## src/rtl/muldiv_iter_unit.sv

```systemverilog
// Iterative RV32M/RV64M multiply/divide unit: shift-add multiplier, restoring divider, sign fix-up.
// Optional fast-result detection in IDLE is enabled by defining MULDIV_FASTRES_EN.
module muldiv_iter_unit #(
    parameter int XLEN  = 32,
    parameter int CNT_W = $clog2(XLEN) + 1
) (
    input  logic            clk,
    input  logic            reset,
    input  logic            in_valid,
    output logic            in_ready,
    input  logic [2:0]      op,
    input  logic [XLEN-1:0] a,
    input  logic [XLEN-1:0] b,
    input  logic            kill,
    output logic            out_valid,
    input  logic            out_ready,
    output logic [XLEN-1:0] result,
    output logic            busy
);

    typedef enum logic [1:0] {
        IDLE = 2'd0,
        CALC = 2'd1,
        FIX  = 2'd2,
        DONE = 2'd3
    } state_t;

    localparam logic [XLEN-1:0] INT_MIN = {1'b1, {(XLEN-1){1'b0}}};
    localparam logic [CNT_W-1:0] LAST_CNT = CNT_W'(XLEN - 1);

    state_t          state_q, state_d;
    logic [2:0]      op_q, op_d;
    logic [XLEN-1:0] hi_q, hi_d;
    logic [XLEN-1:0] lo_q, lo_d;
    logic [XLEN-1:0] b_q, b_d;
    logic            neg_q, neg_d;
    logic [CNT_W-1:0] cnt_q, cnt_d;
    logic [XLEN-1:0] result_q, result_d;

    logic            sign_a_en, sign_b_en, a_neg, b_neg, b_zero, neg_in;
    logic [XLEN-1:0] a_abs, b_abs;
    logic [XLEN:0]   mul_sum, div_shift, div_diff;
    logic [2*XLEN-1:0] prod_fix;
    logic [XLEN-1:0] quot_fix, rem_fix;

    // Operand conditioning: MULHSU treats only a as signed; plain MUL needs no signs at all.
    always_comb begin
        sign_a_en = (op == 3'd1) || (op == 3'd2) || (op == 3'd4) || (op == 3'd6);
        sign_b_en = (op == 3'd1) || (op == 3'd4) || (op == 3'd6);
        a_neg     = sign_a_en & a[XLEN-1];
        b_neg     = sign_b_en & b[XLEN-1];
        a_abs     = a_neg ? (~a + 1'b1) : a;
        b_abs     = b_neg ? (~b + 1'b1) : b;
        b_zero    = (b == '0);
        case (op)
            3'd1, 3'd2: neg_in = a_neg ^ b_neg;
            3'd4:       neg_in = (a_neg ^ b_neg) & ~b_zero;
            3'd6:       neg_in = a_neg;
            default:    neg_in = 1'b0;
        endcase
    end

    // hi/lo hold product halves for multiply, remainder/quotient for divide
    assign mul_sum   = {1'b0, hi_q} + (lo_q[0] ? {1'b0, b_q} : '0);
    assign div_shift = {hi_q, lo_q[XLEN-1]};
    assign div_diff  = div_shift - {1'b0, b_q};
    assign prod_fix  = neg_q ? (~{hi_q, lo_q} + 1'b1) : {hi_q, lo_q};
    assign quot_fix  = neg_q ? (~lo_q + 1'b1) : lo_q;
    assign rem_fix   = neg_q ? (~hi_q + 1'b1) : hi_q;

`ifdef MULDIV_FASTRES_EN
    logic            fast_hit;
    logic [XLEN-1:0] fast_val;

    always_comb begin
        fast_hit = 1'b0;
        fast_val = '0;
        if (!op[2]) begin
            fast_hit = (a == '0) || b_zero;
        end else if (b_zero) begin
            fast_hit = 1'b1;
            fast_val = op[1] ? a : '1;
        end else if (a == '0) begin
            fast_hit = 1'b1;
        end else if (!op[0] && (a == INT_MIN) && (b == '1)) begin
            fast_hit = 1'b1;
            fast_val = op[1] ? '0 : a;
        end else if (op[0] && (b == XLEN'(1))) begin
            fast_hit = 1'b1;
            fast_val = op[1] ? '0 : a;
        end
    end
`endif

    // Control FSM and datapath next-state; kill overrides every transition
    always_comb begin
        state_d  = state_q;
        op_d     = op_q;
        hi_d     = hi_q;
        lo_d     = lo_q;
        b_d      = b_q;
        neg_d    = neg_q;
        cnt_d    = cnt_q;
        result_d = result_q;
        case (state_q)
            IDLE: begin
                if (in_valid) begin
                    op_d    = op;
                    hi_d    = '0;
                    lo_d    = a_abs;
                    b_d     = b_abs;
                    neg_d   = neg_in;
                    cnt_d   = '0;
                    state_d = CALC;
`ifdef MULDIV_FASTRES_EN
                    if (fast_hit) begin
                        result_d = fast_val;
                        state_d  = DONE;
                    end
`endif
                end
            end
            CALC: begin
                if (op_q[2]) begin
                    hi_d = div_diff[XLEN] ? div_shift[XLEN-1:0] : div_diff[XLEN-1:0];
                    lo_d = {lo_q[XLEN-2:0], ~div_diff[XLEN]};
                end else begin
                    hi_d = mul_sum[XLEN:1];
                    lo_d = {mul_sum[0], lo_q[XLEN-1:1]};
                end
                cnt_d = cnt_q + 1'b1;
                if (cnt_q == LAST_CNT) begin
                    state_d = FIX;
                end
            end
            FIX: begin
                case (op_q)
                    3'd0:       result_d = prod_fix[XLEN-1:0];
                    3'd4, 3'd5: result_d = quot_fix;
                    3'd6, 3'd7: result_d = rem_fix;
                    default:    result_d = prod_fix[2*XLEN-1:XLEN];
                endcase
                cnt_d   = '0;
                state_d = DONE;
            end
            DONE: begin
                if (out_ready) begin
                    state_d = IDLE;
                end
            end
            default: state_d = IDLE;
        endcase
        if (kill) begin
            state_d = IDLE;
            cnt_d   = '0;
        end
    end

    always_ff @(posedge clk) begin
        if (!reset) begin
            state_q  <= IDLE;
            op_q     <= '0;
            hi_q     <= '0;
            lo_q     <= '0;
            b_q      <= '0;
            neg_q    <= 1'b0;
            cnt_q    <= '0;
            result_q <= '0;
        end else begin
            state_q  <= state_d;
            op_q     <= op_d;
            hi_q     <= hi_d;
            lo_q     <= lo_d;
            b_q      <= b_d;
            neg_q    <= neg_d;
            cnt_q    <= cnt_d;
            result_q <= result_d;
        end
    end

    assign in_ready  = (state_q == IDLE);
    assign out_valid = (state_q == DONE);
    assign busy      = (state_q != IDLE);
    assign result    = result_q;

endmodule
```

## config.mk

```make
export PLATFORM = sky130hd
export DESIGN_NAME = muldiv_iter_unit
export DESIGN_NICKNAME = d
export VERILOG_FILES = /design/src/rtl/muldiv_iter_unit.sv
export SDC_FILE = /design/constraint.sdc
export NUM_CORES = 1
export LEC_CHECK = 0
export ABC_AREA = 1
export CAP_MARGIN = 10
export CORE_MARGIN = 3
export CORE_UTILIZATION = 56
export DETAILED_ROUTE_END_ITERATION = 10
export HOLD_SLACK_MARGIN = 0.05
export PLACE_DENSITY = 0.87
export RECOVER_POWER = 25
export SYNTH_ARGS = -nofsm -noshare
export SYNTH_HDL_FRONTEND = slang
export SYNTH_SLANG_ARGS = --single-unit
```

## constraint.sdc

```tcl
create_clock -name clk -period 2.5 [get_ports clk]
set_input_delay 0.25 -clock clk [delete_from_list [all_inputs] [get_ports clk]]
set_output_delay 0.25 -clock clk [all_outputs]
set_load 0.02 [all_outputs]
```

==> flow_results.org <==
** Run status
- The run finished, with violations left.
- The final reports fail on setup timing.

** Setup path
- Critical Path Fanout Max :: 11
- STA classifies the critical path endpoint as a flip-flop.
- STA puts the critical path data required time at ~2.8 ns.
- Startpoint class of the critical path :: flip-flop
- The worst setup path is of the reg2reg kind.
- Reg2reg setup slack :: -0.07 ns
- Worst path arrival time :: 2.87 ns

** Die
- Placeable Area :: roughly 27000 um2
- Initial core utilization :: 57.29%
- Die W :: 172.3 um
- Measured along the y axis, the die boundary spans between 150 and 200 um.
- FP Rows :: 60
- The die covers between 20000 and 30000 um2.
- Boundary Pins :: around 110

** Clock tree
- CTS tree :: built
- Clock insertion delay at the later pin of the skew report :: 0.45 ns
- Clock-pin slew was measured on the worst setup and hold paths at 0.08 ns.
- CTS built an H-tree with a depth of 4.
- Cell at the root of the clock tree :: sky130_fd_sc_hd__clkbuf_16
- In this run, CTS created clock tree buffers numbering 17.
- The clock passes through at most 2 buffers.
- CTS saw 140 sinks.

** Routing
- Final routed DRC violation total :: 0
- Iteration-0 DRC count of the detailed router :: 2887
- After detailed routing, the average wire length per cell comes to 19.28 um.
- Vias after detailed routing :: 20355
- Post-route antenna net violation count :: 0
- The final layout contains routed wiring with a total length of between 60 and 70 mm.
- The first TritonRoute pass finished after 8 iterations.
- Using the TritonRoute via totals, the vias-per-cell ratio works out to 6.058.

** Power and ir drop
- Power density normalized to cell area :: between 400 and 500 nW/um2
- Maximum vdd ir drop :: roughly 0.52 mV
- Leakage Power :: between 9 and 10 nW

** STA
- After layout, the worst setup slack is -0.07391 ns.
- Setup violations remaining at the end of the flow were counted as 16.
- The final hold violation count is 0.
- The number of slew-limit violations in the final report is 0.
- The tightest hold path in the finished design has a slack of around 0.21 ns.
- On the final layout, the worst clock skew is 0.01483 ns.
- Setup repair after global routing could not meet its margin everywhere.
- Worst slew pin tran :: 0.7437 ns
- The worst path uses 103.0% of the clock period.
- Final min period :: 2.574 ns
- Headroom to the max-slew limit :: ~50%
- For this run, the top clock speed supported by timing is 0.3885 GHz.

** Placement
- Port Buf Inserts :: ~110
- Routability-driven placement congestion ratio :: 1.126
- Number of cells after detailed placement :: 3310
- In this run the cell area measured after placement is 18120 um2.
- The wire-length estimate of the detail-placed layout is 49.84 mm.

** Synthesis
- Top flip-flop cell by instance count after synthesis :: sky130_fd_sc_hd__dfxtp_1
- Net count after synthesis :: roughly 2900
- Counting flops and latches in the post-synthesis netlist gives 140.
- Synthesis produced 2764 cells.
- For this run, asynchronously set or reset flops after synthesis account for 0%.
- Yosys printed 0 warnings.
- Of the synthesized area, sequential elements account for 18.10%.
- Cell area after synthesis :: around 15000 um2
- Averaged over all synthesized cells, the footprint is 5.601 um2.
- Number of enable flip-flop cells after synthesis :: 0
- Counting distinct cell types in the post-synthesis netlist gives just under 60.

** Global route
- The number of antenna violations at the first check in global routing is 1.
- The via count of the first global-routing pass was 17986.
- After global routing the overflow that remains totals 0.
- Entering global routing, the biggest net connects between 70 and 80 pins.
- Overall track demand over capacity in global routing :: 41.24%
- The first global-routing pass estimated 95.83 mm of wire.

** Layout
- Finished Cell Area :: 19700 um2
- Share of cells above drive strength 1 :: 15.90%
- Commonest cells after routing, fill and taps aside :: 668 x sky130_fd_sc_hd__nand2_1, 366 x sky130_fd_sc_hd__inv_1, 275 x sky130_fd_sc_hd__nor2_1, 248 x sky130_fd_sc_hd__nand3_1, 233 x sky130_fd_sc_hd__a21oi_1
- Area delta synth->final :: 27.27%
- Final non-filler cell total :: 3360
- The final layout contains between 3000 and 4000 nets.
- The library cell used most frequently in the layout, excluding fill and tap cells, is sky130_fd_sc_hd__nand2_1.

** Min path
- The min-delay analysis places its worst path in the category in2reg.

** Flow run
- Maximum Capacitance Violations :: 0
==> where the power goes <==
group | leakage [nW] | switching, W | internal, W
clock | 0.272 | 0.00131 | 0.00134
combinational | 8.04 | 0.00237 | 0.00133
sequential | 1.16 | 0.000227 | 0.00241
total | 9.47 | 0.00390 | 0.00508
==> through the flow <==
step	worst slack, ns	power, W	setup TNS (ns)	util, %
6_report	-0.07391	0.008987	-0.4720	72.91
5_1_grt	-0.1221	0.009330	-2.783	72.90
2_1_floorplan	0.04504	0.004664	0	-
3_3_place_gp	-0.1034	0.005925	-0.2574	67.05
3_5_place_dp	-0.1284	0.005985	-1.068	67.05
4_1_cts	-0.01726	0.008588	-0.02737	69.44
==> timing repair <==
item / CTS / global route
setup endpoints to repair: 33 / 52
pin swaps: 2 / 37
hold buffers: 0 / 0
hold endpoints to repair: 0 / 0
buffers inserted: 1 / 12
gates resized for setup: 18 / 200
cloned: 1 / 3
==> synth_stat cells, types with 8 or more instances <==
library cell / n / area share, %
sky130_fd_sc_hd__inv_1: 371 / 9.0
sky130_fd_sc_hd__nand2_1: 697 / 17
sky130_fd_sc_hd__nor3_1: 29 / 0.94
sky130_fd_sc_hd__o21ai_1: 36 / 1.2
sky130_fd_sc_hd__buf_1: 11 / 0.27
sky130_fd_sc_hd__or2_2: 15 / 0.61
sky130_fd_sc_hd__inv_2: 10 / 0.24
sky130_fd_sc_hd__nand4_1: 34 / 1.4
sky130_fd_sc_hd__a31oi_1: 21 / 0.85
sky130_fd_sc_hd__a21o_1: 8 / 0.39
sky130_fd_sc_hd__xor2_1: 54 / 3.1
sky130_fd_sc_hd__dfxtp_1: 140 / 18
sky130_fd_sc_hd__o21bai_1: 8 / 0.39
sky130_fd_sc_hd__o211ai_1: 11 / 0.53
sky130_fd_sc_hd__ha_1: 74 / 6.0
sky130_fd_sc_hd__nor2_1: 294 / 7.1
sky130_fd_sc_hd__nand3b_1: 14 / 0.68
sky130_fd_sc_hd__clkbuf_1: 72 / 1.7
sky130_fd_sc_hd__o21ai_0: 218 / 7.0
sky130_fd_sc_hd__xnor2_1: 12 / 0.68
sky130_fd_sc_hd__a21oi_1: 261 / 8.4
sky130_fd_sc_hd__nand3_1: 261 / 8.4
sky130_fd_sc_hd__nand2_2: 10 / 0.40
sky130_fd_sc_hd__nor2_2: 9 / 0.36
==> worst paths after layout <==
check,endpoint,start,cells past startpoint
worst max-delay path,hi_q[1]$_SDFFE_PN0P_,lo_q[31]$_SDFFE_PN0P_,18
worst min-delay path,cnt_q[0]$_SDFFE_PP0P_,reset,5
worst max register to register,hi_q[1]$_SDFFE_PN0P_,lo_q[31]$_SDFFE_PN0P_,18
worst min register to register,result[1]$_SDFFE_PN0P_,result[1]$_SDFFE_PN0P_,2
==> layer usage <==
layer / vias up / global-route usage [%] / part of all wire [%]
li1: 9545 / - / -
met1: 9172 / 57.45 / 41
met2: 1374 / 61.56 / 41
met3: 262 / 9.831 / 13
met4: 2 / 16.14 / 4.9
met5: - / 0 / 0.020
==> cells by family after synthesis <==
kind of cell,Yosys count,synth area share (%)
and+or+nand+nor,1400,39.05
xor gates and xnor gates,66,3.734
adders and majority gates,76,6.239
DFF,140,18.10
AOI/OAI and AO/OA,600,20.76
buffers and inverters,482,12.11
==> state kept, by name, summed over array words and instances, names as in the netlist <==
name / cells
state_q: 2
hi_q: 32
lo_q: 32
neg_q: 1
result: 32
b_q: 32
cnt_q: 6
op_q: 3
==> critical path, stage by stage (launching register included) <==
cell and delay (ns):
sky130_fd_sc_hd__dfxtp_2 0.33, sky130_fd_sc_hd__inv_2 0.05, sky130_fd_sc_hd__ha_4 0.16, sky130_fd_sc_hd__fa_2 0.41
sky130_fd_sc_hd__inv_2 0.07, sky130_fd_sc_hd__nand2_2 0.05, sky130_fd_sc_hd__nand2_2 0.11, sky130_fd_sc_hd__nand3_2 0.08
sky130_fd_sc_hd__nand2_2 0.09, sky130_fd_sc_hd__nand2_2 0.08, sky130_fd_sc_hd__nand2_4 0.10, sky130_fd_sc_hd__nand2_4 0.09
sky130_fd_sc_hd__nand2_4 0.09, sky130_fd_sc_hd__nand2_4 0.07, sky130_fd_sc_hd__nand2_8 0.12, sky130_fd_sc_hd__buf_12 0.15
sky130_fd_sc_hd__o21ai_0 0.09, sky130_fd_sc_hd__o21ai_1 0.18, sky130_fd_sc_hd__a21oi_1 0.09
==> area by class of cell <==
class / count / area (um2)
Clock buffer: 18 / 439.2
Sequential cell: 140 / 2851
Multi-Input combinational cell: 2143 / 11590
Tap cell: 341 / 426.7
Clock inverter: 14 / 130.1
Inverter: 385 / 1453
Fill cell: 2328 / 7322
Antenna cell: 1 / 2.502
Timing Repair Buffer: 318 / 2814
(Power assumes the default switching activity.)
